$ cat src/rtl/alu_md.sv
// alu_md: RV integer ALU with an iterative shift-add multiplier and a restoring radix-2 divider.
// Define ALU_MD_DIV_EN to build the divider (DIV/DIVU/REM/REMU); without it those ops report illegal.
module alu_md #(
  parameter int unsigned XLEN     = 32,
  parameter int unsigned MUL_BITS = 1
) (
  input  logic            i_clk,
  input  logic            i_rst,
  input  logic            i_valid,
  output logic            o_ready,
  input  logic [4:0]      i_op,
  input  logic [XLEN-1:0] i_a,
  input  logic [XLEN-1:0] i_b,
  input  logic            i_kill,
  output logic            o_valid,
  input  logic            i_ready,
  output logic [XLEN-1:0] o_result,
  output logic            o_illegal
);
  localparam int unsigned SW        = $clog2(XLEN);
  localparam int unsigned CW        = $clog2(XLEN);
  localparam int unsigned MUL_ITERS = XLEN / MUL_BITS;
  localparam int unsigned PW        = 2 * XLEN;

  localparam logic [4:0] OP_ADD    = 5'd0;
  localparam logic [4:0] OP_SUB    = 5'd1;
  localparam logic [4:0] OP_OR     = 5'd2;
  localparam logic [4:0] OP_AND    = 5'd3;
  localparam logic [4:0] OP_XOR    = 5'd4;
  localparam logic [4:0] OP_SLT    = 5'd5;
  localparam logic [4:0] OP_SLTU   = 5'd6;
  localparam logic [4:0] OP_SLL    = 5'd7;
  localparam logic [4:0] OP_SRL    = 5'd8;
  localparam logic [4:0] OP_SRA    = 5'd9;
  localparam logic [4:0] OP_MUL    = 5'd10;
  localparam logic [4:0] OP_MULH   = 5'd11;
  localparam logic [4:0] OP_MULHSU = 5'd12;
  localparam logic [4:0] OP_MULHU  = 5'd13;
  localparam logic [4:0] OP_DIV    = 5'd14;
  localparam logic [4:0] OP_REM    = 5'd16;

`ifdef ALU_MD_DIV_EN
  localparam logic [4:0] OP_DIVU   = 5'd15;
  localparam logic [4:0] OP_REMU   = 5'd17;
  localparam logic [XLEN-1:0] MIN_NEG = {1'b1, {(XLEN-1){1'b0}}};

  typedef enum logic [1:0] {IDLE, MUL, DIV, DONE} state_e;
`else
  typedef enum logic [1:0] {IDLE, MUL, DONE} state_e;
`endif

  state_e          state_q, state_d;
  logic [XLEN-1:0] result_q, result_d;
  logic            illegal_q, illegal_d;
  // Iteration registers are shared: MUL uses acc/mcand/mplier as product, multiplicand, multiplier;
  // DIV keeps the remainder in acc low half, divisor in mcand low half, dividend/quotient in mplier.
  logic [PW-1:0]   acc_q, acc_d;
  logic [PW-1:0]   mcand_q, mcand_d;
  logic [XLEN-1:0] mplier_q, mplier_d;
  logic [CW-1:0]   cnt_q, cnt_d;
  logic            neg_q, neg_d;
  logic            hi_q, hi_d;

  logic [SW-1:0]   shamt;
  logic [XLEN-1:0] alu_res;
  logic            is_mul, a_signed, b_signed, a_neg, b_neg;
  logic [XLEN-1:0] a_mag, b_mag;
  logic [PW-1:0]   mul_sum, mul_prod;

  assign shamt    = i_b[SW-1:0];
  assign is_mul   = (i_op >= OP_MUL) && (i_op <= OP_MULHU);
  assign a_signed = (i_op == OP_MULH) || (i_op == OP_MULHSU) || (i_op == OP_DIV) || (i_op == OP_REM);
  assign b_signed = (i_op == OP_MULH) || (i_op == OP_DIV) || (i_op == OP_REM);
  assign a_neg    = a_signed && i_a[XLEN-1];
  assign b_neg    = b_signed && i_b[XLEN-1];
  assign a_mag    = a_neg ? -i_a : i_a;
  assign b_mag    = b_neg ? -i_b : i_b;

  // Single-cycle integer ops
  always_comb begin
    alu_res = '0;
    case (i_op)
      OP_ADD:  alu_res = i_a + i_b;
      OP_SUB:  alu_res = i_a - i_b;
      OP_OR:   alu_res = i_a | i_b;
      OP_AND:  alu_res = i_a & i_b;
      OP_XOR:  alu_res = i_a ^ i_b;
      OP_SLT:  alu_res = XLEN'($signed(i_a) < $signed(i_b));
      OP_SLTU: alu_res = XLEN'(i_a < i_b);
      OP_SLL:  alu_res = i_a << shamt;
      OP_SRL:  alu_res = i_a >> shamt;
      OP_SRA:  alu_res = XLEN'($signed(i_a) >>> shamt);
      default: alu_res = '0;
    endcase
  end

  // One multiplier step: add multiplicand times the low MUL_BITS of the multiplier
  always_comb begin
    mul_sum = acc_q;
    for (int unsigned j = 0; j < MUL_BITS; j++) begin
      if (mplier_q[j]) mul_sum = mul_sum + (mcand_q << j);
    end
  end

  assign mul_prod = neg_q ? -mul_sum : mul_sum;

`ifdef ALU_MD_DIV_EN
  logic            is_div, is_quo, div_ge;
  logic [XLEN:0]   rem_sh;
  logic [XLEN-1:0] rem_nx, quo_nx, div_val;

  assign is_div  = (i_op >= OP_DIV) && (i_op <= OP_REMU);
  assign is_quo  = (i_op == OP_DIV) || (i_op == OP_DIVU);
  assign rem_sh  = {acc_q[XLEN-1:0], mplier_q[XLEN-1]};
  assign div_ge  = rem_sh >= {1'b0, mcand_q[XLEN-1:0]};
  assign rem_nx  = div_ge ? XLEN'(rem_sh - {1'b0, mcand_q[XLEN-1:0]}) : rem_sh[XLEN-1:0];
  assign quo_nx  = {mplier_q[XLEN-2:0], div_ge};
  assign div_val = hi_q ? rem_nx : quo_nx;
`endif

  // Next-state and datapath control
  always_comb begin
    state_d   = state_q;
    result_d  = result_q;
    illegal_d = illegal_q;
    acc_d     = acc_q;
    mcand_d   = mcand_q;
    mplier_d  = mplier_q;
    cnt_d     = cnt_q;
    neg_d     = neg_q;
    hi_d      = hi_q;
    case (state_q)
      IDLE: begin
        if (i_valid && !i_kill) begin
          state_d   = DONE;
          illegal_d = 1'b0;
          cnt_d     = '0;
          acc_d     = '0;
          if (i_op <= OP_SRA) begin
            result_d = alu_res;
          end else if (is_mul) begin
            state_d  = MUL;
            mcand_d  = PW'(a_mag);
            mplier_d = b_mag;
            neg_d    = a_neg ^ b_neg;
            hi_d     = (i_op != OP_MUL);
          end
`ifdef ALU_MD_DIV_EN
          else if (is_div) begin
            if (i_b == '0) begin
              result_d = is_quo ? '1 : i_a;
            end else if (a_signed && (i_a == MIN_NEG) && (i_b == '1)) begin
              result_d = is_quo ? i_a : '0;
            end else begin
              state_d  = DIV;
              mcand_d  = PW'(b_mag);
              mplier_d = a_mag;
              hi_d     = !is_quo;
              neg_d    = is_quo ? (a_neg ^ b_neg) : a_neg;
            end
          end
`endif
          else begin
            result_d  = '0;
            illegal_d = 1'b1;
          end
        end
      end
      MUL: begin
        if (i_kill) begin
          state_d = IDLE;
        end else begin
          acc_d    = mul_sum;
          mcand_d  = mcand_q << MUL_BITS;
          mplier_d = mplier_q >> MUL_BITS;
          cnt_d    = cnt_q + CW'(1);
          if (cnt_q == CW'(MUL_ITERS - 1)) begin
            state_d  = DONE;
            result_d = hi_q ? mul_prod[PW-1:XLEN] : mul_prod[XLEN-1:0];
          end
        end
      end
`ifdef ALU_MD_DIV_EN
      DIV: begin
        if (i_kill) begin
          state_d = IDLE;
        end else begin
          acc_d    = PW'(rem_nx);
          mplier_d = quo_nx;
          cnt_d    = cnt_q + CW'(1);
          if (cnt_q == CW'(XLEN - 1)) begin
            state_d  = DONE;
            result_d = neg_q ? -div_val : div_val;
          end
        end
      end
`endif
      DONE: begin
        if (i_kill || i_ready) begin
          state_d   = IDLE;
          illegal_d = 1'b0;
        end
      end
      default: state_d = IDLE;
    endcase
  end

  always_ff @(posedge i_clk or posedge i_rst) begin
    if (i_rst) begin
      state_q   <= IDLE;
      result_q  <= '0;
      illegal_q <= 1'b0;
      acc_q     <= '0;
      mcand_q   <= '0;
      mplier_q  <= '0;
      cnt_q     <= '0;
      neg_q     <= 1'b0;
      hi_q      <= 1'b0;
    end else begin
      state_q   <= state_d;
      result_q  <= result_d;
      illegal_q <= illegal_d;
      acc_q     <= acc_d;
      mcand_q   <= mcand_d;
      mplier_q  <= mplier_d;
      cnt_q     <= cnt_d;
      neg_q     <= neg_d;
      hi_q      <= hi_d;
    end
  end

  assign o_ready   = (state_q == IDLE);
  assign o_valid   = (state_q == DONE);
  assign o_result  = result_q;
  assign o_illegal = illegal_q;

endmodule

$ cat config.mk
export PLATFORM = sky130hd
export DESIGN_NAME = alu_md
export DESIGN_NICKNAME = d
export VERILOG_FILES = /design/src/rtl/alu_md.sv
export SDC_FILE = /design/constraint.sdc
export NUM_CORES = 1
export LEC_CHECK = 0
export ABC_CLOCK_PERIOD_IN_PS = 8600
export BUFFER_PORTS_ARGS = -buffer_cell sky130_fd_sc_hd__buf_2
export CORE_UTILIZATION = 25
export DETAILED_ROUTE_END_ITERATION = 16
export PLACE_DENSITY_LB_ADDON = 0.15
export SETUP_SLACK_MARGIN = 0.05
export SYNTH_ARGS = -nofsm -noshare
export SYNTH_HDL_FRONTEND = slang
export SYNTH_SLANG_ARGS = --single-unit
export TNS_END_PERCENT = 20
$ cat constraint.sdc
create_clock -name i_clk -period 8.6 [get_ports i_clk]
set_clock_uncertainty 0.2 [all_clocks]
set_input_delay 0.86 -clock i_clk [delete_from_list [all_inputs] [get_ports i_clk]]
set_output_delay 0.86 -clock i_clk [all_outputs]
set_load 0.01 [all_outputs]
==> results of run 1 <==
## how the worst min path moves through the flow
| stage | endpoint | from | cells after the start | slack, ps |
|---|---|---|---|---|
| finish | acc_q[33] | i_rst | 2 | 100 |
| detailed placement | mplier_q[6] | mplier_q[6] | 2 | 270 |
| global route | mcand_q[33] | i_rst | 2 | 150 |
| floorplan | mplier_q[10] | mplier_q[10] | 2 | 250 |
| CTS | mcand_q[33] | i_rst | 2 | 140 |
| global placement | mplier_q[2] | mplier_q[2] | 2 | 270 |
## final cells by class
type / instances / share of cell area, %
flip-flops and latches: 202 / 18.0
multi-input cells: 2946 / 67.5
diodes: 1 / 0.00888
inverters: 128 / 1.73
well taps: 1357 / 6.03
repair buffers: 156 / 3.25
clock inverters: 13 / 0.791
clock buffers: 39 / 2.78
## worst max-delay path, cell delays in order, from the launching register on
cell and delay [ps]:
dfrtp_1 430, ha_1 450, a21oi_2 350, o21a_1 170
nor3_1 70, nor4_2 840, a31oi_1 300, or3_1 410
a311o_1 490, or4b_1 660, or3_1 460, o21ai_0 220
xnor2_1 150, a221oi_1 560, o21ai_0 140
## stage by stage
stage	std cells	cell area, sq um
6_report	4842	28200
5_1_grt	4841	28200
4_1_cts	4841	28200
3_5_place_dp	4789	27200
3_3_place_gp	4789	27200
2_1_floorplan	3543	25500
## registers in the layout, indices dropped and copies added (netlist names)
signal,cells
acc_q,64
mcand_q,64
o_result,32
hi_q,1
state_q,2
o_illegal,1
cnt_q,5
mplier_q,32
neg_q,1
## where the power goes
group / internal, W / leakage (nW) / switching [W]
logic: 0.000684 / 8.40 / 0.00148
registers: 0.00110 / 2.69 / 0.000167
clock network: 0.000786 / 0.492 / 0.000537
## routing by layer
layer  vias to the layer above  track usage (%)  routed length (microns)
met1                     13800             33.0                    57600
met5                         -                0                       42
li1                      12900                -                        -
met2                      1015             39.3                    58700
met3                       220             2.71                     6550
met4                         6             11.1                     6680
## kinds of logic (layout without fill, tap and decap cells)
family | count (synthesis) | count (layout) | synth area share, %
compound gates | 1235 | 1235 | 31.1
xor+xnor | 107 | 107 | 3.67
fa+ha+maj | 168 | 168 | 8.33
buf+inv | 395 | 336 | 6.01
flops | 202 | 202 | 19.8
mux | 138 | 138 | 7.49
other cells | 0 | 1 | 0
simple gates | 1298 | 1298 | 23.6
## cell usage in the layout (no fill, tap or decap), drive strengths merged, types with 27 or more instances in the layout
master | netlist | routed
inv | 127 | 128
nand2 | 439 | 439
nor2b | 27 | 27
ha | 165 | 165
buf | 56 | 156
nor2 | 382 | 382
a221oi | 31 | 31
nand4 | 52 | 52
xnor2 | 81 | 81
or3 | 42 | 42
o22ai | 29 | 29
a22o | 31 | 31
o31ai | 44 | 44
clkbuf | 211 | 39
a31oi | 51 | 51
o21ai | 333 | 333
nand3 | 89 | 89
o211ai | 45 | 45
mux2i | 75 | 75
nor3 | 85 | 85
a211oi | 42 | 42
dfrtp | 202 | 202
a21oi | 331 | 331
mux4 | 40 | 40
nor4 | 35 | 35
a21o | 41 | 41
## cell usage after synthesis (20+ instances only)
cell type	instances
dfrtp_1	202
a22o_1	31
ha_1	165
inv_1	124
mux4_2	40
buf_1	34
or3_1	39
mux2_2	22
xnor2_1	81
o21ai_0	329
o21bai_1	23
o211ai_1	45
o21a_1	26
o22ai_1	29
a21oi_1	329
o2111ai_1	23
a31oi_1	49
a221oi_1	30
and2_1	24
o31ai_1	44
nand2_1	439
nor4_1	34
nor3_1	85
nor2_1	382
o221ai_1	25
nand2b_1	26
nor2b_1	26
and3_1	20
nand4_1	52
clkbuf_1	210
a21o_1	41
nand3_1	89
a211oi_1	41
mux2i_1	75
xor2_1	26
==> results.toml, run 1 <==
[setup_path]
cp-endpoint = "o_result[9]"
critical_path_peak_fanout = 10
required_ps = 8890
r2r_start = "acc_q[17]"
crit_path_end_kind = "register"
crit_path_start = "acc_q[17]"
r2r_slack_ps = 2520
arrival_ps = 6370
crit_type = "reg -> reg"
cp-start-kind = "register"
reg2reg_depth = 14
r2r-end = "o_result[9]"

[floorplanning]
die-area_sq_mm = 0.103
start_util_pct = 25.4
die_x_microns = 321
rows = 116
ios = 109
fp.coreArea_sq_mm = 0.101
die_y_microns = 321

[synth]
synth_top_area_cell = "dfrtp_1"
ys.flop_type = "dfrtp_1"
synth-seq-cells = 202
synthDominantCellAreaShare_pct = 19.8
synth_area_sq_mm = 0.0255
synthCells = 3543
ys_warn_count = 0
synth_nets = 3785
synth_edf_count = 0
synthArstFlopShare_pct = 100
syn_area_per_cell_sq_um = 7.20
synth_seq_area_share_pct = 19.8
yosysUniqueCellTypes = 98
ys_top_cells_by_area = "dfrtp_1, ha_1, nand2_1"

[power]
power_w = 0.00475
power.density_mw_per_mm2 = 169
ir_drop_mv = 0.178
leakage_nw = 11.6

[finish]
n_fill_cell = 11100
multi_input_area_sq_mm = 0.0190
final_util_pct = 28.0
syn2layout_area_growth_pct = 10.4
seq_area_sq_mm = 0.00506
drive_above_1_share_pct = 9.13
final_nets = 3704

[clock_network]
cts_resized = 0
cts_root_buf = "clkbuf_16"
insertion_delay_ps = 640
cts_tree = "yes"
post-cts-setup-buffer-count = 0
h-tree-depth = 1
cts_made_buffers = 28
holdBufCountCts = 0
clockBufferDepth = 3
clkSinkCount = 202
path_clk_slew_ps = 60

[timing]
drv_slew = 0
setup_viol = 0
worst_pin_slew_ps = 1320
clock.fmax_mhz = 164
holdWs_ps = 103
grt_setup_unrepaired = "no"
fin_crit_sh_pct = 70.7
min_period_ps = 6080
hold_viol = 0
slew_headroom_pct = 10.7
tns_ps = 0
fin_ws_ps = 2520

[status]
status = "finished, final reports clean"

[placed_design]
dp_hpwl_microns = 99300
place_ws_ps = 2600
port_buffers = 108
gp_congestion = 0.987

[route]
ant_nets = 0
vias = 28000
drtPass1Iterations = 6
drtIter0Drc = 2751
routedWlPerCell_microns = 26.8
drt-vias-per-instance = 5.78
drt-total-wl_microns = 130000
drc_errors = 0

[global_routing]
overflow = 0
grt_max_degree = 113
first_global_vias = 26800
antenna_found_initial = 7
grt_pass1_wl_microns = 190000
grt_usage_pct = 24.5

[hold_path]
hold_class = "in -> async"

[job]
max-cap-violations = 0
Note: power is estimated with default switching activity, not from simulation.
==> inputs of run 2 (changes only) <==
--- a/config.mk
+++ b/config.mk
@@ -5,7 +5,7 @@
 export SDC_FILE = /design/constraint.sdc
 export NUM_CORES = 1
 export LEC_CHECK = 0
-export ABC_CLOCK_PERIOD_IN_PS = 8600
+export ABC_CLOCK_PERIOD_IN_PS = 5900
 export BUFFER_PORTS_ARGS = -buffer_cell sky130_fd_sc_hd__buf_2
 export CORE_UTILIZATION = 25
 export DETAILED_ROUTE_END_ITERATION = 16
==> constraint.sdc (replaced) <==
create_clock -name i_clk -period 5.9 [get_ports i_clk]
set_clock_uncertainty 0.2 [all_clocks]
set_input_delay 0.59 -clock i_clk [delete_from_list [all_inputs] [get_ports i_clk]]
set_output_delay 0.59 -clock i_clk [all_outputs]
set_load 0.01 [all_outputs]
==> run 2 against run 1 <==
Combinational power increased by 54%. Cell area increased by 2.2%. Critical path depth unchanged. Cell count increased by 1.6%. Via count increased by 0.50%. Register-to-register slack got worse by 2300 ps. Routed wire length increased by 2.0%. First-iteration DRC count decreased by 3.5%. Non-clock buffer count increased by 75. Critical endpoint is now o_result[18]. Largest power group unchanged.
==> results.toml, run 2 (same netlist as run 1, synthesis figures left out) <==
[route]
vias = 28100
ant_nets = 0
drc_errors = 0
drtIter0Drc = 2654
drtPass1Iterations = 6
drt-total-wl_microns = 132000
drt-vias-per-instance = 5.72
routedWlPerCell_microns = 26.9

[floorplanning]
rows = 116
fp.coreArea_sq_mm = 0.101
start_util_pct = 25.4
die-area_sq_mm = 0.103
die_x_microns = 321
die_y_microns = 321
ios = 109

[setup_path]
cpMostUsedCell = "xor2_1"
r2r-end = "o_result[18]"
arrival_ps = 5960
r2r_start = "acc_q[17]"
critical_path_peak_fanout = 10
crit_path_end_kind = "register"
slowest_delay_ps = 610
worst_path_max_delay_cell = "o211ai_1"
required_ps = 6210
reg2reg_depth = 14
r2r_slack_ps = 250
crit_type = "reg -> reg"
path_cells = "ha_1 > nand4_1 > or3_1 > o211ai_1 > xor2_1 > mux2_2 > a2111o_1 > nor4_1 > nand3_1 > o41ai_1 > buf_4 > xor2_1 > a21oi_1 > o22ai_1"
cp-start-kind = "register"

[power]
power.density_mw_per_mm2 = 248
leakage_nw = 11.9
ir_drop_mv = 0.239

[clock_network]
path_clk_slew_ps = 60
clockBufferDepth = 3
h-tree-depth = 1
clkSinkCount = 202
cts_root_buf = "clkbuf_16"
cts_made_buffers = 29
cts_tree = "yes"
insertion_delay_ps = 640

[finish]
reg_top3 = "acc_q x64, mcand_q x64"
syn2layout_area_growth_pct = 12.8
final_nets = 3780
final_cell_mix = "nand2_1, nor2_1, a21oi_1"
final_util_pct = 28.6
layout_commonest_cell = "nand2_1"
drive_above_1_share_pct = 11.2
diodes = 0

[timing]
clock.fmax_mhz = 177
grt_setup_unrepaired = "yes"
worst_pin_slew_ps = 1190
hold_viol = 0
drv_slew = 0
tns_ps = 0
setup_viol = 0
fin_crit_sh_pct = 95.7
slew_headroom_pct = 20.7
min_period_ps = 5650

[status]
status = "finished, final reports clean"

[hold_path]
hold_class = "in -> reg"
hold-path-cell-count = 3
hold_end = "state_q[1]"
hold_start = "i_ready"

[placed_design]
gp_congestion = 1.02
port_buffers = 108
dp_hpwl_microns = 104000

[global_routing]
grt_max_degree = 126
antenna_found_initial = 2
grt_usage_pct = 25.0
first_global_vias = 27300
overflow = 0
grt_pass1_wl_microns = 193000

[job]
max-cap-violations = 0
## run 2: worst max-delay path, delay by kind of cell (launching register included)
| family | cells | cell delay [ps] |
|---|---|---|
| AOI/OAI and AO/OA | 5 | 1950 |
| and+or+nand+nor | 4 | 1490 |
| adders and majority gates | 1 | 500 |
| DFF | 1 | 420 |
| xor gates and xnor gates | 2 | 390 |
| muxes | 1 | 350 |
| buffers and inverters | 1 | 200 |
## run 2: worst max-delay path by stage
stage	startpoint	slack [ps]	cells after the start	endpoint
final	acc_q[17]	250	14	o_result[18]
after global routing	acc_q[14]	40	16	o_result[19]
after CTS	acc_q[8]	340	15	o_result[18]
after detailed placement	acc_q[6]	360	15	o_result[31]
after global placement	acc_q[8]	310	15	o_result[18]
after floorplan	acc_q[0]	960	18	o_result[22]
## run 2: what timing repair did
action | in CTS | in global routing
hold buffers | 1 | 0
hold endpoints to repair | 28 | 0
setup buffers | 0 | 0
setup endpoints to repair | 0 | 3
gates resized for setup | 0 | 2
## run 2: power breakdown
| group | total [W] | leakage (nW) | internal, W | switching, W |
|---|---|---|---|---|
| registers | 0.00185 | 2.69 | 0.00160 | 0.000253 |
| logic | 0.00332 | 8.76 | 0.00109 | 0.00222 |
| clock network | 0.00197 | 0.508 | 0.00117 | 0.000796 |
## run 2: routing by layer
metal  GRT usage, %  wire [microns]  vias up  share of wire, %
li1               -               -    13100                 -
met1           33.6           58100    13800                44
met2           40.3           60200     1052                46
met3           2.15            6710      223               5.1
met4           11.6            7180        2               5.4
met5              0              10        -            0.0076
## run 2: metrics by stage
step | total power [W] | instance area [sq um] | hold slack [ps] | worst slack (ps) | cells
after floorplan | 0.00383 | 25500 | 250 | 960 | 3543
after detailed placement | 0.00513 | 27700 | 273 | 365 | 4863
after global routing | 0.00751 | 28800 | 108 | 43.9 | 4918
after CTS | 0.00716 | 28800 | 82.6 | 336 | 4918
final | 0.00713 | 28800 | 121 | 253 | 4918
after global placement | 0.00516 | 27700 | 266 | 309 | 4863
## run 2: area by class of cell
type | instances | area (sq um)
Multi-Input combinational cell | 2946 | 19000
Timing Repair Buffer | 231 | 1490
Tap cell | 1357 | 1700
Clock inverter | 20 | 254
Sequential cell | 202 | 5060
Fill cell | 11200 | 71800
Clock buffer | 34 | 785
Inverter | 128 | 484
